`src/rtl/br_redirect_ctrl_pkg.sv`:
```
// Shared definitions for the branch-resolution / redirect controller.
// Holds the branch funct3 encodings, the redirect FSM state type, and the
// taken-decision helpers. The helpers are functions so that decode-stage
// tooling can reuse the same decision logic.
package br_redirect_ctrl_pkg;

  localparam logic [2:0] F3_BEQ  = 3'b000;
  localparam logic [2:0] F3_BNE  = 3'b001;
  localparam logic [2:0] F3_BLT  = 3'b100;
  localparam logic [2:0] F3_BGE  = 3'b101;
  localparam logic [2:0] F3_BLTU = 3'b110;
  localparam logic [2:0] F3_BGEU = 3'b111;

  typedef enum logic [1:0] {
    IDLE     = 2'd0,
    REDIRECT = 2'd1,
    DRAIN    = 2'd2
  } brc_state_e;

  // 010/011 are not branch encodings in RV32I.
  function automatic logic br_f3_illegal(input logic [2:0] f3);
    return (f3 == 3'b010) || (f3 == 3'b011);
  endfunction

  // Signed compare only for BLT/BGE; everything else uses unsigned.
  function automatic logic br_signed(input logic [2:0] f3);
    return (f3 == F3_BLT) || (f3 == F3_BGE);
  endfunction

  // Taken decision; jumps win over a (malformed) simultaneous branch flag.
  function automatic logic br_take(input logic       is_br,
                                   input logic       is_jal,
                                   input logic       is_jalr,
                                   input logic [2:0] f3,
                                   input logic       less,
                                   input logic       equal);
    logic take;
    take = 1'b0;
    if (is_jal || is_jalr) begin
      take = 1'b1;
    end else if (is_br) begin
      case (f3)
        F3_BEQ:           take = equal;
        F3_BNE:           take = !equal;
        F3_BLT, F3_BLTU:  take = less;
        F3_BGE, F3_BGEU:  take = !less;
        default:          take = 1'b0;
      endcase
    end
    return take;
  endfunction

endpackage

```
`src/rtl/br_redirect_ctrl.sv`:
```
// Branch/jump resolution and fetch redirect controller (EX -> IF).
// Resolves BEQ/BNE/BLT/BGE/BLTU/BGEU/JAL/JALR from the comparator flags,
// selects comparator signedness, and under static not-taken prediction
// issues a valid/ready redirect to fetch while flushing IF/ID and ID/EX.
//
// Ports:
//   i_clk, i_reset            clock, synchronous active-high reset
//   i_ex_*                    EX-stage instruction info and ALU target
//   i_br_less, i_br_equal     comparator results
//   o_br_un                   comparator select (1 = signed)
//   o_redirect_valid/_pc      redirect request, i_redirect_ready accepts
//   o_flush_ifid/_idex        pipeline squash
//   o_misalign, o_illegal_br  one-cycle error pulses
//   o_br_count, o_taken_count statistics, wrap modulo 2^CNT_W
//
// state    | meaning
// IDLE     | resolving whatever is in EX
// REDIRECT | redirect offered to fetch, pipeline flushed
// DRAIN    | redirect accepted, flushing in-flight fetches
module br_redirect_ctrl #(
  parameter int XLEN         = 32,
  parameter int DRAIN_CYCLES = 1,
  parameter int CNT_W        = 32
) (
  input  logic             i_clk,
  input  logic             i_reset,
  input  logic             i_ex_valid,
  input  logic             i_ex_is_br,
  input  logic             i_ex_is_jal,
  input  logic             i_ex_is_jalr,
  input  logic [2:0]       i_ex_funct3,
  input  logic             i_br_less,
  input  logic             i_br_equal,
  input  logic [XLEN-1:0]  i_ex_target,
  output logic             o_br_un,
  output logic             o_redirect_valid,
  output logic [XLEN-1:0]  o_redirect_pc,
  input  logic             i_redirect_ready,
  output logic             o_flush_ifid,
  output logic             o_flush_idex,
  output logic             o_misalign,
  output logic             o_illegal_br,
  output logic [CNT_W-1:0] o_br_count,
  output logic [CNT_W-1:0] o_taken_count
);
  import br_redirect_ctrl_pkg::*;

  // Drain counter counts down from DRAIN_CYCLES-1 to 0.
  localparam int DW         = (DRAIN_CYCLES > 1) ? $clog2(DRAIN_CYCLES) : 1;
  localparam int DRAIN_LOAD = (DRAIN_CYCLES > 0) ? DRAIN_CYCLES - 1 : 0;

  brc_state_e       state_q, state_d;
  logic [XLEN-1:0]  pc_q, pc_d;
  logic [DW-1:0]    drain_q, drain_d;
  logic             misalign_q, misalign_d;
  logic             illegal_q, illegal_d;
  logic [CNT_W-1:0] br_cnt_q, br_cnt_d;
  logic [CNT_W-1:0] tk_cnt_q, tk_cnt_d;

  logic             ex_xfer;
  logic             take;
  logic [XLEN-1:0]  target;

  assign o_br_un = br_signed(i_ex_funct3);

  always_comb begin
    ex_xfer = i_ex_valid && (i_ex_is_br || i_ex_is_jal || i_ex_is_jalr);
    take    = i_ex_valid && br_take(i_ex_is_br, i_ex_is_jal, i_ex_is_jalr,
                                    i_ex_funct3, i_br_less, i_br_equal);
    target  = i_ex_target;
    if (i_ex_is_jalr) target[0] = 1'b0;
  end

  always_comb begin
    state_d    = state_q;
    pc_d       = pc_q;
    drain_d    = drain_q;
    misalign_d = 1'b0;
    illegal_d  = 1'b0;
    br_cnt_d   = br_cnt_q;
    tk_cnt_d   = tk_cnt_q;
    case (state_q)
      IDLE: begin
        if (ex_xfer) begin
          br_cnt_d = br_cnt_q + CNT_W'(1);
          if (i_ex_is_br && !i_ex_is_jal && !i_ex_is_jalr && br_f3_illegal(i_ex_funct3))
            illegal_d = 1'b1;
          if (take) begin
            // Bit 0 is never fetched; bit 1 set means a half-word target.
            if (target[1]) begin
              misalign_d = 1'b1;
            end else begin
              pc_d     = target;
              tk_cnt_d = tk_cnt_q + CNT_W'(1);
              state_d  = REDIRECT;
            end
          end
        end
      end
      REDIRECT: begin
        if (i_redirect_ready) begin
          if (DRAIN_CYCLES > 0) begin
            state_d = DRAIN;
            drain_d = DW'(DRAIN_LOAD);
          end else begin
            state_d = IDLE;
          end
        end
      end
      DRAIN: begin
        if (drain_q == '0) state_d = IDLE;
        else               drain_d = drain_q - DW'(1);
      end
      default: state_d = IDLE;
    endcase
  end

  always_ff @(posedge i_clk) begin
    if (i_reset) begin
      state_q    <= IDLE;
      pc_q       <= '0;
      drain_q    <= '0;
      misalign_q <= 1'b0;
      illegal_q  <= 1'b0;
      br_cnt_q   <= '0;
      tk_cnt_q   <= '0;
    end else begin
      state_q    <= state_d;
      pc_q       <= pc_d;
      drain_q    <= drain_d;
      misalign_q <= misalign_d;
      illegal_q  <= illegal_d;
      br_cnt_q   <= br_cnt_d;
      tk_cnt_q   <= tk_cnt_d;
    end
  end

  // Handshake and flush outputs decode directly from the state register.
  assign o_redirect_valid = (state_q == REDIRECT);
  assign o_flush_ifid     = (state_q != IDLE);
  assign o_flush_idex     = (state_q != IDLE);
  assign o_redirect_pc    = pc_q;
  assign o_misalign       = misalign_q;
  assign o_illegal_br     = illegal_q;
  assign o_br_count       = br_cnt_q;
  assign o_taken_count    = tk_cnt_q;

endmodule
```
`config.mk`:
```
export PLATFORM = sky130hd
export DESIGN_NAME = br_redirect_ctrl
export DESIGN_NICKNAME = d
export VERILOG_FILES = /design/src/rtl/br_redirect_ctrl_pkg.sv /design/src/rtl/br_redirect_ctrl.sv
export SDC_FILE = /design/constraint.sdc
export NUM_CORES = 1
export LEC_CHECK = 0
export CAP_MARGIN = 20
export CORE_AREA = 3 3 102 104
export CTS_BUF_LIST = sky130_fd_sc_hd__clkbuf_4 sky130_fd_sc_hd__clkbuf_8 sky130_fd_sc_hd__clkbuf_16
export CTS_CLUSTER_DIAMETER = 100
export DETAILED_ROUTE_END_ITERATION = 10
export DIE_AREA = 0 0 105 107
export PLACE_DENSITY = 0.78
export SLEW_MARGIN = 30
export SYNTH_ARGS = -nofsm -noshare
export SYNTH_HDL_FRONTEND = slang
export SYNTH_SLANG_ARGS = --single-unit
```
`constraint.sdc`:
```
create_clock -name i_clk -period 3.1 [get_ports i_clk]
set_clock_uncertainty 0.2 [all_clocks]
set_input_delay 0.62 -clock i_clk [delete_from_list [all_inputs] [get_ports i_clk]]
set_output_delay 0.62 -clock i_clk [all_outputs]
set_load 0.005 [all_outputs]
```
==> metrics.txt, run 1 <==
Critical Path Source i_ex_funct3[1]; CP Class in -> reg; Final Util 0.640; Final nets 718; Worst setup EP type flip-flop; slew at the pin closest to its max-slew limit 0.626 ns; vias 4,331; Ports 146; Startpoint Class input pin; status finished, final reports clean; detailed-route DRC error count 0; crit-path max FO 27; LEAKAGE 0.00200 uW; FF-to-FF Start state_q[1]$_SDFFE_PP0P_; Non-Filler Instances 809; cells after synthesis 533; antenna violations before repair 0; hold crit path type reg -> reg; Rows 36; number of global-route vias before repair 4,019; routability cong. 0.797; post_cts resized 0; H-tree Lvls 3; Max IR drop VDD 0.316 mV; core area 9640 um2; Netlist cell types 40; sequential share of the synthesized area 0.459; Synth Register Bits 99; largest family of logic cells by synthesized area simple AND/OR/NAND/NOR gates; TritonCTS clock tree done; initial core utilization 0.448; DRT Wirelength 11,700 um; Clock Tree Root clkbuf_8; Die Width 105 um; Synth Area in Adders 0.00580; mux contribution to synthesized area 0; Num CTS Buffers 9; post-route cell area 6170 um2; synthesized area 4320 um2; share of cells above drive strength 1 0.0651; endpoints failing setup 0; Die Height 107 um; Final period util 0.914; Reg clk slew, reported paths 0.09 ns; count of final hold-check violations 0; Clock Tree Buf Depth 2; DRT antenna net count 0; top_reg_cell synth dfxtp_1; GRT Total Usage 0.201; XOR/XNOR share of the synthesized area 0.0365; die area 11,200 um2; Worst Path Arrival 2.91 ns; syn_area_per_cell 8.10 um2; DR pass1 iterations 4; hold_sp o_redirect_pc[26]$_SDFFE_PP0P_; Post-synth EDFFs 0; max-slew violations 0; Post-synth ARST share 0; Post-Synth Simple-Gate Area 0.298; Initial DRC Count 172; Clock Latency Late Sink 0.36 ns; GRT Residual Overflow 0; dpl hpwl 8490 um; Synth warnings 0; Antenna diodes 0; Power Dens Cells 406 nW/um2; clk sinks 99; Vias/cell 5.35; number of hold buffers added after cts 0; Port Buffer Count 144; worst rel slew slack 0.579; DR WL/cell 14.5 um; Max Cap Violations 0; largest net degree at the start of global routing 46; final hold slack 0.260 ns; Compound-Gate Fraction of Synth Area 0.156; Placed Area 5950 um2; synth-to-layout area growth 43.0%; dpl cells 794; post-CTS setup repair buffer count 0; Synth Net Count 579; fmax 0.353 GHz; global-route wire length before repair 19,000 um; Period minus WS final 2.83 ns; RSZ-0062 raised after global routing no; worst path required time 3.18 ns
[final timing paths]
kind / cells past startpoint / slack (ns) / endpoint
worst max register to register: 6 / 0.70 / o_taken_count[29]$_SDFFE_PP0P_
worst min register to register: 2 / 0.26 / o_redirect_pc[26]$_SDFFE_PP0P_
worst min-delay path: 2 / 0.26 / o_redirect_pc[26]$_SDFFE_PP0P_
worst max-delay path: 7 / 0.27 / o_taken_count[29]$_SDFFE_PP0P_
[cell usage in the layout, fill, tap and decap left out, drive strengths merged, types with 10 or more instances in the layout]
| cell | instances |
|---|---|
| nor2 | 27 |
| a21oi | 80 |
| buf | 19 |
| or3 | 31 |
| o31ai | 10 |
| nand3 | 21 |
| nor3 | 10 |
| dfxtp | 99 |
| clkbuf | 10 |
| inv | 11 |
| o21ai | 35 |
| xnor2 | 10 |
| nand2 | 84 |
| clkdlybuf4s50 | 143 |
| nand4 | 22 |
[flip-flops by register name (all words and copies together), names as in the netlist]
signal and count:
o_redirect_pc 31, o_taken_count 32, o_misalign 1, o_illegal_br 1, o_br_count 32, state_q 2
[metal layers]
| layer | share of wire | track usage |
|---|---|---|
| met3 | 0.074 | 0.0692 |
| met1 | 0.41 | 0.234 |
| met4 | 0.013 | 0.0562 |
| met5 | 0 | 0 |
| met2 | 0.50 | 0.352 |
[cell families (layout without fill, tap and decap cells)]
logic type / Yosys count / in the layout
other: 1 / 1
adder cells (fa/ha/maj): 2 / 2
AND/OR/NAND/NOR: 242 / 242
AO/OA/AOI/OAI: 128 / 128
XOR/XNOR: 18 / 18
buffers and inverters: 43 / 186
flip-flops: 99 / 99
[synth_stat cells, types with 8 or more instances]
master / count / area, um2
inv_1: 9 / 33.8
xor2_1: 8 / 70.1
and3_1: 9 / 56.3
clkbuf_1: 24 / 90.1
or4_1: 8 / 60.1
nor2_1: 27 / 101
nand4_1: 22 / 138
a21oi_1: 80 / 400
nor3_1: 10 / 50.1
nand2_1: 84 / 315
xnor2_1: 10 / 87.6
dfxtp_1: 99 / 1980
o21ai_0: 35 / 175
nand3_1: 21 / 105
o31ai_1: 10 / 75.1
or3_1: 31 / 194
[report_power, final]
part | total, uW | switching (uW) | internal [uW] | leakage (uW)
clock | 914 | 447 | 467 | 0.000111
sequential | 1320 | 19.5 | 1300 | 0.000801
combinational | 271 | 121 | 150 | 0.00109
total | 2500 | 588 | 1920 | 0.00200
[final cells by class]
type                    instances  area (um2)
clock buffers                  10         131
multi-input cells             391        2160
repair buffers                162        1610
well taps                     133         166
fillers                       859        3470
flip-flops and latches         99        1980
inverters                       9        33.8
clock inverters                 5        86.3
[worst max-delay path, stage by stage]
cell	delay, ns
clkdlybuf4s50_1	0.45
or3b_2	0.48
a32oi_1	0.30
a31oi_4	0.30
buf_12	0.25
or3_1	0.34
a21oi_1	0.17
[stage by stage]
step | power (uW) | TNS, ns | setup slack [ns]
2_1_floorplan | 1450 | 0 | 0.510
3_3_place_gp | 1610 | -0.379 | -0.0309
5_1_grt | 2600 | 0 | 0.159
4_1_cts | 2530 | 0 | 0.272
6_report | 2500 | 0 | 0.267
3_5_place_dp | 1620 | -1.24 | -0.103
(Power assumes the default switching activity.)
==> inputs of run 2 (changes only) <==
ABC_AREA = 1   (was unset)
CORE_AREA = 3 3 112 114   (was 3 3 102 104)
DIE_AREA = 0 0 115 117   (was 0 0 105 107)
PLACE_DENSITY = 0.75   (was 0.78)
==> run 2 against run 1 <==
  * Clock power increased by 33%
  * Core utilization decreased by 2.4 points
  * Routed wire length increased by 27%
==> metrics.txt, run 2 <==
post-route cell area 7100 um2; worst rel slew slack 0.635; Startpoint Class input pin; end of the critical path o_br_un; cells after synthesis 847; fillers 1,105; Reg2Reg Setup Slack 1.02 ns; top_reg_cell synth dfxtp_1; Synth Register Bits 99; DR pass1 iterations 6; clk sinks 99; Vias/cell 4.99; fmax 0.381 GHz; most common library cells after synthesis 270 x nand2_1, 190 x nor2_1, 99 x dfxtp_1, 72 x inv_1, 51 x a21oi_1; vias 5,652; LEAKAGE 0.00251 uW; endpoints failing setup 0; Non-Filler Instances 1,133; Initial DRC Count 406; worst path required time 2.28 ns; slew at the pin closest to its max-slew limit 0.547 ns; Antenna diodes 0; sequential share of the synthesized area 0.382; Max Cap Violations 0; commonest cells after routing, fill and taps aside 270 x nand2_1, 190 x nor2_1, 144 x clkdlybuf4s50_1, 99 x dfxtp_1, 72 x inv_1; hold crit path type reg -> reg; FF-to-FF Start state_q[1]$_SDFFE_PP0P_; dpl cells 1,117; DRT Wirelength 14,900 um; count of final hold-check violations 0; Synth Net Count 893; dpl hpwl 11,100 um; synth-to-layout area growth 36.8%; Post-synth ARST share 0; RSZ-0062 raised after global routing no; most instantiated library cell after synthesis nand2_1; antenna violations before repair 0; Period minus WS final 2.62 ns; global-route wire length before repair 24,900 um; routability cong. 0.915; Synth area leaders dfxtp_1 38%, nand2_1 20%, nor2_1 14%; initial core utilization 0.451; synthesized area 5190 um2; Placed Area 6780 um2; share of cells above drive strength 1 0.0313; GRT Residual Overflow 0; TritonCTS clock tree done; final hold slack 0.279 ns; top cell type's share of synthesized area 0.382; largest area contributor in the netlist dfxtp_1; Synth warnings 0; Port Buffer Count 144; Critical Path Source i_ex_funct3[2]; Clock Tree Root clkbuf_16; core area 11,500 um2; H-tree Lvls 3; Post-synth EDFFs 0; DR WL/cell 13.2 um; Clock Tree Buf Depth 2; R2R cell count 10; Worst Path Arrival 1.80 ns; hold depth 2; GRT Total Usage 0.230; post-CTS setup repair buffer count 0; DRT antenna net count 0; Num CTS Buffers 9; worst r2r dst o_br_count[18]$_SDFFE_PP0P_; syn_area_per_cell 6.13 um2; Ports 146; Die Height 117 um; status finished, final reports clean; Die Width 115 um; number of global-route vias before repair 5,289; post_cts resized 0; most common cell after layout, fill and taps aside nand2_1; Final nets 1,031; Max IR drop VDD 0.427 mV; Rows 39; Final Util 0.616; Clock Latency Late Sink 0.36 ns; Reg clk slew, reported paths 0.07 ns; Power Dens Cells 401 nW/um2; Final period util 0.847; CP Class in -> out; detailed-route DRC error count 0; largest net degree at the start of global routing 56; Netlist cell types 29; max-slew violations 0; Post-Route Setup TNS 0 ns; die area 13,500 um2; crit-path max FO 3; Worst setup EP type output port; number of hold buffers added after cts 0
==> run 2: cell count changes after synthesis, moves of 10 or more <==
cell | before | now
a21oi_1 | 80 | 51
clkbuf_1 | 24 | 14
inv_1 | 9 | 72
nand2_1 | 84 | 270
nand3_1 | 21 | 48
nand4_1 | 22 | 7
nor2_1 | 27 | 190
o31ai_1 | 10 | 0
or3_1 | 31 | 0
==> run 2: cells by family (layout without fill, tap and decap cells) <==
kind of cell,Yosys count,in the layout,synth area share
other,1,1,0.000723
AND/OR/NAND/NOR,529,529,0.405
adder cells (fa/ha/maj),2,2,0.00482
XOR/XNOR,17,17,0.0287
flip-flops,99,99,0.382
AO/OA/AOI/OAI,100,100,0.102
buffers and inverters,99,242,0.0762
==> run 2: per-layer routing <==
metal	GRT usage	part of all wire	routed length [um]	up-vias
met2	0.369	0.45	6760	203
li1	-	-	-	2915
met4	0.0649	0.014	204	0
met3	0.0931	0.094	1400	18
met1	0.286	0.44	6540	2516
met5	0	0	0	-
==> run 2: worst min-delay path by stage <==
stage                     slack (ns)                              to                      startpoint
final                           0.28  o_redirect_pc[26]$_SDFFE_PP0P_  o_redirect_pc[26]$_SDFFE_PP0P_
after CTS                       0.29         state_q[1]$_SDFFE_PP0P_         state_q[1]$_SDFFE_PP0P_
after floorplan                 0.24         state_q[1]$_SDFFE_PP0P_         state_q[1]$_SDFFE_PP0P_
after global placement          0.26  o_redirect_pc[14]$_SDFFE_PP0P_  o_redirect_pc[14]$_SDFFE_PP0P_
after detailed placement        0.27  o_redirect_pc[26]$_SDFFE_PP0P_  o_redirect_pc[26]$_SDFFE_PP0P_
after global routing            0.31   o_redirect_pc[8]$_SDFFE_PP0P_   o_redirect_pc[8]$_SDFFE_PP0P_
==> run 2: cell type report <==
class	count	area [um2]	share of cell area
timing repair buffer	153	1530	0.216
clock inverter	7	91.3	0.0129
inverter	73	274	0.0386
sequential	99	1980	0.279
clock buffer	9	225	0.0317
multi-input combinational	649	2810	0.396
tap	143	179	0.0252
==> run 2: worst max-delay path: stages <==
cell,delay [ns]
clkdlybuf4s50_1,0.51
inv_1,0.07
nor2_1,0.10
clkdlybuf4s50_1,0.51
==> run 2: through the flow <==
step	power, uW	setup slack (ns)
2_1_floorplan	1480	1.22
3_5_place_dp	1660	0.384
6_report	2850	0.475
4_1_cts	2880	0.464
5_1_grt	2960	0.385
3_3_place_gp	1650	0.434
==> run 2: report_power, final <==
group          switching [uW]  internal (uW)  total (uW)
Clock                     516            706        1220
Sequential               22.2           1310        1330
Combinational             143            156         299
==> inputs of run 3 (changes only) <==
CORE_AREA = 3 3 113 115   (was 3 3 112 114)
DIE_AREA = 0 0 116 118   (was 0 0 115 117)
PLACE_DENSITY = 0.76   (was 0.75)
clock period = 2.2 ns   (was 3.1 ns; I/O delays follow)
==> run 3 against run 2 <==
  * Largest cell class unchanged
  * First-iteration DRC count shrank 12%
  * Clock power increased by 44%
  * Via count up 0.27%
  * Final area is 3.0% higher
  * Critical endpoint unchanged
  * Power grew 43%
  * Flip-flop and latch count unchanged
==> metrics.txt, run 3 (synthesized netlist as in run 2, its figures left out) <==
status finished, final reports clean; DR pass1 iterations 5; Num CTS Buffers 9; largest stage delay on the critical path 0.50 ns; GRT Residual Overflow 0; DRT Wirelength 14,900 um; H-tree Lvls 3; Initial DRC Count 357; Max IR drop VDD 0.490 mV; Switch Pwr 926 uW; Startpoint Class input pin; post-route cell area 7310 um2; antenna violations before repair 0; crit-path max FO 3; count of final hold-check violations 0; post-CTS setup repair buffer count 0; Clock Latency Late Sink 0.35 ns; worst r2r dst o_taken_count[24]$_SDFFE_PP0P_; Reg2Reg Setup Slack 0.29 ns; initial core utilization 0.436; critical path's most frequent cell clkdlybuf4s50_1; Worst setup EP type output port; dpl hpwl 11,400 um; Worst path top cell family by delay buffers and inverters; detailed-route DRC error count 0; WP buf/inv 2; Worst Path Arrival 1.51 ns; vias 5,667; FF-to-FF Start o_taken_count[1]$_SDFFE_PP0P_; hold_sp state_q[1]$_SDFFE_PP0P_; Die Width 116 um; Antenna diodes 0; hold crit path type reg -> reg; Post-Route Setup TNS 0 ns; R2R cell count 10; Max Cap Violations 0; core area 11,900 um2; fmax 0.465 GHz; endpoints failing setup 0; Period minus WS final 2.15 ns; sequential share of power 0.458; routability cong. 0.960; dpl cells 1,145; largest net degree at the start of global routing 39; GRT Total Usage 0.222; CP Class in -> out; final hold slack 0.268 ns; Ports 146; worst path cell trace clkdlybuf4s50_1 > nor2_1 > clkdlybuf4s50_1; Final period util 0.978; Vias/cell 4.88; commonest cells after routing, fill and taps aside 270 x nand2_1, 190 x nor2_1, 143 x clkdlybuf4s50_1, 99 x dfxtp_1, 72 x inv_1; DR WL/cell 12.8 um; DRT antenna net count 0; hold depth 1; share of cells above drive strength 1 0.0542; TritonCTS clock tree done; Rows 40; clk sinks 99; Reg clk slew, reported paths 0.07 ns; RSZ-0062 raised after global routing no; LEAKAGE 0.00265 uW; combinational share of power 0.112; cell-internal power 3160 uW; Power Dens Cells 559 nW/um2; Non-Filler Instances 1,161; worst path required time 1.56 ns; Die Height 118 um; Clock Tree Buf Depth 2; synth-to-layout area growth 40.9%; clock power share 0.431; switching share of power 0.227; Max stage delay cell, worst path clkdlybuf4s50_1; worst hold endpoint state_q[1]$_SDFFE_PP0P_; number of global-route vias before repair 5,342; most common cell after layout, fill and taps aside nand2_1; Clock Tree Root clkbuf_16; Port Buffer Count 144; global-route wire length before repair 24,700 um; Total Power 4080 uW; die area 13,700 um2; max-slew violations 0; Final nets 1,055; Placed Area 6980 um2
## run 3: worst max-delay path by stage
stage / start / endpoint / slack (ns) / depth (start not counted)
detailed placement: i_ex_funct3[0] / o_redirect_pc[25]$_SDFFE_PP0P_ / -0.11 / 11
global placement: i_ex_funct3[0] / o_redirect_pc[3]$_SDFFE_PP0P_ / -0.06 / 11
floorplan: i_ex_valid / o_redirect_pc[11]$_SDFFE_PP0P_ / 0.50 / 8
global route: i_ex_funct3[1] / o_br_un / 0.008 / 3
CTS: i_ex_funct3[1] / o_br_un / 0.06 / 3
finish: i_ex_funct3[1] / o_br_un / 0.05 / 3
## run 3: area by class of cell
type | instances | area [um2]
Clock buffer | 12 | 260
Clock inverter | 4 | 72.6
Sequential cell | 99 | 1980
Multi-Input combinational cell | 649 | 2810
Tap cell | 147 | 184
Inverter | 73 | 274
Fill cell | 1157 | 4600
Timing Repair Buffer | 177 | 1730
## run 3: power by group through the flow
stage          Clock, uW  Combinational [uW]  Sequential [uW]
6_report            1760                 456             1870
2_1_floorplan          0                 179             1910
3_5_place_dp           0                 457             1910
5_1_grt             1860                 501             1880
4_1_cts             1800                 458             1870
3_3_place_gp           0                 455             1910
## run 3: timing repair
action                                  CTS  global route
gates resized for setup                   1             0
endpoints found under the setup margin    1             0
hold buffers                              0             0
## run 3: per-stage QoR
step	utilization	setup slack (ns)
after floorplan	-	0.499
after global placement	0.586	-0.0621
after detailed placement	0.586	-0.114
after CTS	0.614	0.0552
after global routing	0.614	0.00787
final	0.614	0.0480
## run 3: routing by layer
layer  routed length, um  track usage  share of wire  vias up
li1                    -            -              -     2971
met1                6540        0.276           0.44     2518
met2                6950        0.364           0.47      153
met3                1100       0.0720          0.074       25
met4                 324       0.0682          0.022        0
met5                   0            0              0        -
